<file path="config.mk">
export PLATFORM = sky130hd
export DESIGN_NAME = rs_alu_sched
export DESIGN_NICKNAME = d
export VERILOG_FILES = /design/src/rtl/rs_alu_sched.sv
export SDC_FILE = /design/constraint.sdc
export NUM_CORES = 1
export LEC_CHECK = 0
export ABC_AREA = 1
export ABC_CLOCK_PERIOD_IN_PS = 2600
export CORE_AREA = 2 2 39 41
export CTS_CLUSTER_DIAMETER = 80
export DETAILED_ROUTE_END_ITERATION = 8
export DIE_AREA = 0 0 41 43
export HOLD_SLACK_MARGIN = 0.06
export PLACE_DENSITY = 0.62
export SYNTH_ARGS = -nofsm -noshare
export SYNTH_HDL_FRONTEND = slang
export SYNTH_SLANG_ARGS = --single-unit
</file>
<file path="constraint.sdc">
create_clock -name clk -period 2.6 [get_ports clk]
set_clock_uncertainty 0.05 [all_clocks]
set_input_delay 0.52 -clock clk [delete_from_list [all_inputs] [get_ports clk]]
set_output_delay 0.52 -clock clk [all_outputs]
set_load 0.02 [all_outputs]
</file>
<file path="src/rtl/rs_alu_sched.sv">
// ALU reservation-station scheduler: picks free entries for two dispatch slots and
// issues the oldest ready entry using an age matrix.
`ifndef RS_ALU_ENT_NUM
`define RS_ALU_ENT_NUM 2
`endif
`ifndef RS_ALU_ENT_SEL
`define RS_ALU_ENT_SEL 1
`endif

module rs_alu_sched #(
  parameter int unsigned ENT_NUM = `RS_ALU_ENT_NUM,
  parameter int unsigned ENT_SEL = `RS_ALU_ENT_SEL
) (
  input  logic               clk,
  input  logic               rst_n,
  input  logic [ENT_NUM-1:0] i_busy_vec,
  input  logic [ENT_NUM-1:0] i_vld_vec,
  input  logic               i_req_1,
  input  logic               i_req_2,
  input  logic               i_stall,
  output logic               o_alloc_vld_1,
  output logic [ENT_SEL-1:0] o_alloc_sel_1,
  output logic               o_alloc_vld_2,
  output logic [ENT_SEL-1:0] o_alloc_sel_2,
  output logic               o_full,
  input  logic               i_ex_rdy,
  output logic               o_is_vld,
  output logic [ENT_SEL-1:0] o_is_sel
);

  // age_q[i][j] = 1 means entry i is older than entry j.
  logic [ENT_NUM-1:0] age_q [ENT_NUM];
  logic [ENT_NUM-1:0] age_d [ENT_NUM];

  logic [ENT_NUM-1:0] free;
  logic [ENT_NUM-1:0] free_2;
  logic               found_1;
  logic               found_2;
  logic [ENT_SEL-1:0] idx_1;
  logic [ENT_SEL-1:0] idx_2;
  int unsigned        req_cnt;

  always_comb begin
    free    = ~i_busy_vec;
    found_1 = 1'b0;
    idx_1   = '0;
    // Descending scan so the last hit is the lowest free index.
    for (int i = int'(ENT_NUM) - 1; i >= 0; i--) begin
      if (free[i]) begin
        found_1 = 1'b1;
        idx_1   = ENT_SEL'(i);
      end
    end

    free_2 = free;
    if (i_req_1 && found_1) begin
      free_2[idx_1] = 1'b0;
    end
    found_2 = 1'b0;
    idx_2   = '0;
    for (int i = int'(ENT_NUM) - 1; i >= 0; i--) begin
      if (free_2[i]) begin
        found_2 = 1'b1;
        idx_2   = ENT_SEL'(i);
      end
    end

    o_alloc_vld_1 = i_req_1 & found_1;
    o_alloc_sel_1 = o_alloc_vld_1 ? idx_1 : '0;
    o_alloc_vld_2 = i_req_2 & found_2;
    o_alloc_sel_2 = o_alloc_vld_2 ? idx_2 : '0;

    req_cnt = 32'(i_req_1) + 32'(i_req_2);
    o_full  = req_cnt > 32'($countones(free));
  end

  always_comb begin
    for (int i = 0; i < int'(ENT_NUM); i++) begin
      age_d[i] = age_q[i];
    end
    if (!i_stall) begin
      // Slot 1 first, then slot 2, so slot 2 ends up younger than slot 1.
      if (o_alloc_vld_1) begin
        age_d[o_alloc_sel_1] = '0;
        for (int j = 0; j < int'(ENT_NUM); j++) begin
          if (j != int'(o_alloc_sel_1)) begin
            age_d[j][o_alloc_sel_1] = 1'b1;
          end
        end
      end
      if (o_alloc_vld_2) begin
        age_d[o_alloc_sel_2] = '0;
        for (int j = 0; j < int'(ENT_NUM); j++) begin
          if (j != int'(o_alloc_sel_2)) begin
            age_d[j][o_alloc_sel_2] = 1'b1;
          end
        end
      end
    end
  end

  always_ff @(posedge clk or negedge rst_n) begin
    if (!rst_n) begin
      for (int i = 0; i < int'(ENT_NUM); i++) begin
        age_q[i] <= '0;
      end
    end else begin
      for (int i = 0; i < int'(ENT_NUM); i++) begin
        age_q[i] <= age_d[i];
      end
    end
  end

  logic               cand_ok;
  logic               cand_found;
  logic [ENT_SEL-1:0] cand_idx;

  always_comb begin
    cand_ok    = 1'b0;
    cand_found = 1'b0;
    cand_idx   = '0;
    for (int i = 0; i < int'(ENT_NUM); i++) begin
      cand_ok = i_vld_vec[i];
      for (int j = 0; j < int'(ENT_NUM); j++) begin
        if (j != i && i_vld_vec[j] && !age_q[i][j]) begin
          cand_ok = 1'b0;
        end
      end
      if (cand_ok && !cand_found) begin
        cand_found = 1'b1;
        cand_idx   = ENT_SEL'(i);
      end
    end
    o_is_vld = i_ex_rdy & (|i_vld_vec);
    o_is_sel = cand_idx;
  end

endmodule
</file>
==> impl_metrics.yaml <==
timing:
  period_needed_ns: 2.49
  finalSetupViolations: 0
  rsz0062_at_grt: "no"
  timing.fmax_ghz: 0.402
  worst_slew_pin_slew_ns: 0.209
  holdWs_ns: 0.415
  slew_violations: 0
  hold_viol: 0
  post-route-period-util: 0.958
  fin_setup_tns_ns: 0
  slew-limit-headroom: 0.860
clocking:
  cts_tree: "built"
  post_cts_buffers: 0
  clock_path_buffers: 2
  htreeDepth: 1
  numCtsBuffers: 3
  insertion_delay_ns: 0.22
  clkTransAtPathRegs_ns: 0.03
  cts_num_sinks: 2
  cts_root_buf: "clkbuf_4"
grt:
  grt-ovfl-total: 0
  track_usage: 0.0893
  grt_pass1_vias: 364
  antenna_found_initial: 0
  grt_max_degree: 5
  grt_pass1_wl_mm: 1.12
detailed_routing:
  vias_per_cell: 4.19
  wl_per_cell_um: 6.93
  vias: 402
  detail_route.first_pass.iterations: 1
  antenna_left: 0
  drcViolationCount: 0
  drt_wl_total_um: 665
  detail_route.iter0.violations: 0
floorplanning:
  die-area_sq_um: 1760
  dieWidth_um: 41
  io_pins: 17
  start_util: 0.235
  die_h_um: 43
  core_sq_um: 1380
  row_count: 14
placement:
  gp_congestion: 0.731
  hpwl_um: 611
  io_buffers: 16
setup_path:
  cp-start-kind: "input port"
  endpoint_kind: "primary output"
  reg2reg_depth: 2
  cp_data_arrival_time_ns: 1.92
  cp.required_ns: 2.03
  crit_start: "i_busy_vec[0]"
  cp_max_fo: 2
  crit_path_end: "o_alloc_vld_2"
  r2r_slack_ns: 1.96
  crit_type: "in2out"
power:
  vdd_ir_drop_max_v: 0.000134
  leakagePower_nw: 0.353
  power.internal_w: 0.000133
  pwr-share-comb: 0.465
  p_sw_w: 0.0000613
  clockPowerShare: 0.338
  power.density_nw_per_um2: 334
  pwr-share-seq: 0.197
  swShare: 0.315
synthesis:
  synth_seq_cells: 2
  synth_warnings: 0
  syn_area_per_cell_sq_um: 6.26
  ys_types: 10
  ys_seq_area_frac: 0.154
  postSynthCellCount: 52
  syn_area_sq_um: 325
  syn_nets: 69
outcome:
  status: "finished clean"
finish:
  layout_commonest_cell: "nand2_1"
  synthToLayoutAreaGrowth_pct: 79.2
  fin_util: 0.421
  nets: 99
  antenna_cells: 0
  drive_gt1_frac: 0.225
  most-common-layout-cells: "nand2_1, inv_1, clkdlybuf4s50_1"
min_path:
  hp-class: "in2async"
run:
  drv_cap: 0
## worst max-delay path, stage by stage
cell,delay [ns]
clkdlybuf4s50_1,0.42
buf_4,0.14
ha_1,0.18
inv_1,0.08
nand3_1,0.10
nand3_2,0.09
nand2_2,0.05
inv_1,0.04
clkdlybuf4s15_1,0.28
## synth_stat cells
cell type	count	area share
o21a_1	1	0.023
nand2_1	15	0.17
ha_1	7	0.27
inv_1	14	0.16
nand3_1	3	0.046
nand3_2	1	0.031
a21oi_1	4	0.062
nor2_1	2	0.023
dfrtp_1	2	0.15
nand2_2	3	0.058
## how the worst min path moves through the flow
stage                        start                         end  slack, ns
after CTS                    rst_n  asynchronous set/reset pin       0.41
final                        rst_n  asynchronous set/reset pin       0.42
after floorplan              rst_n  asynchronous set/reset pin       0.17
after global routing         rst_n  asynchronous set/reset pin       0.42
after detailed placement  register                    register       0.42
after global placement    register                    register       0.42
## layer usage
| metal | GRT usage | up-vias | part of all wire |
|---|---|---|---|
| li1 | - | 217 | - |
| met1 | 0.0801 | 173 | 0.39 |
| met2 | 0.172 | 12 | 0.53 |
| met3 | 0.0157 | 0 | 0.084 |
| met4 | 0.0400 | 0 | 0 |
| met5 | 0 | - | 0 |
## kinds of logic after synthesis
family / count (synthesis) / share of synthesized area
adder cells (fa/ha/maj): 7 / 0.269
buffers and inverters: 14 / 0.162
AND/OR/NAND/NOR: 24 / 0.331
flip-flops: 2 / 0.154
AO/OA/AOI/OAI: 5 / 0.0846
## power groups by stage
stage	logic, W	clock network [W]	registers [W]
2_1_floorplan	0.0000473	0	0.0000382
3_3_place_gp	0.0000966	0	0.0000387
3_5_place_dp	0.0000979	0	0.0000387
4_1_cts	0.0000924	0.0000687	0.0000384
5_1_grt	0.000102	0.0000732	0.0000392
6_report	0.0000904	0.0000658	0.0000383
## final cells by class
class / instances / area [sq um]
Inverter: 14 / 52.6
Multi-Input combinational cell: 36 / 223
Timing Repair Buffer: 25 / 215
Tap cell: 16 / 20.0
Clock buffer: 3 / 22.5
Sequential cell: 2 / 50.0
Fill cell: 159 / 801
## timing repair
action | 4_1_cts | 5_1_grt
endpoints found under the hold margin | 0 | 0
hold buffers | 0 | 0
pin swaps | 0 | 0
resized for setup | 8 | 3
setup endpoints to repair | 5 | 2
## per-stage QoR
stage / instances / power [W] / setup WS (ns) / instance area, sq um
2_1_floorplan: 52 / 0.0000854 / 0.554 / 325
3_3_place_gp: 93 / 0.000135 / -0.335 / 573
3_5_place_dp: 93 / 0.000137 / -0.349 / 573
4_1_cts: 96 / 0.000200 / 0.0185 / 586
5_1_grt: 96 / 0.000214 / 0.0175 / 583
6_report: 96 / 0.000195 / 0.110 / 583
Note: power is estimated with default switching activity, not from simulation.
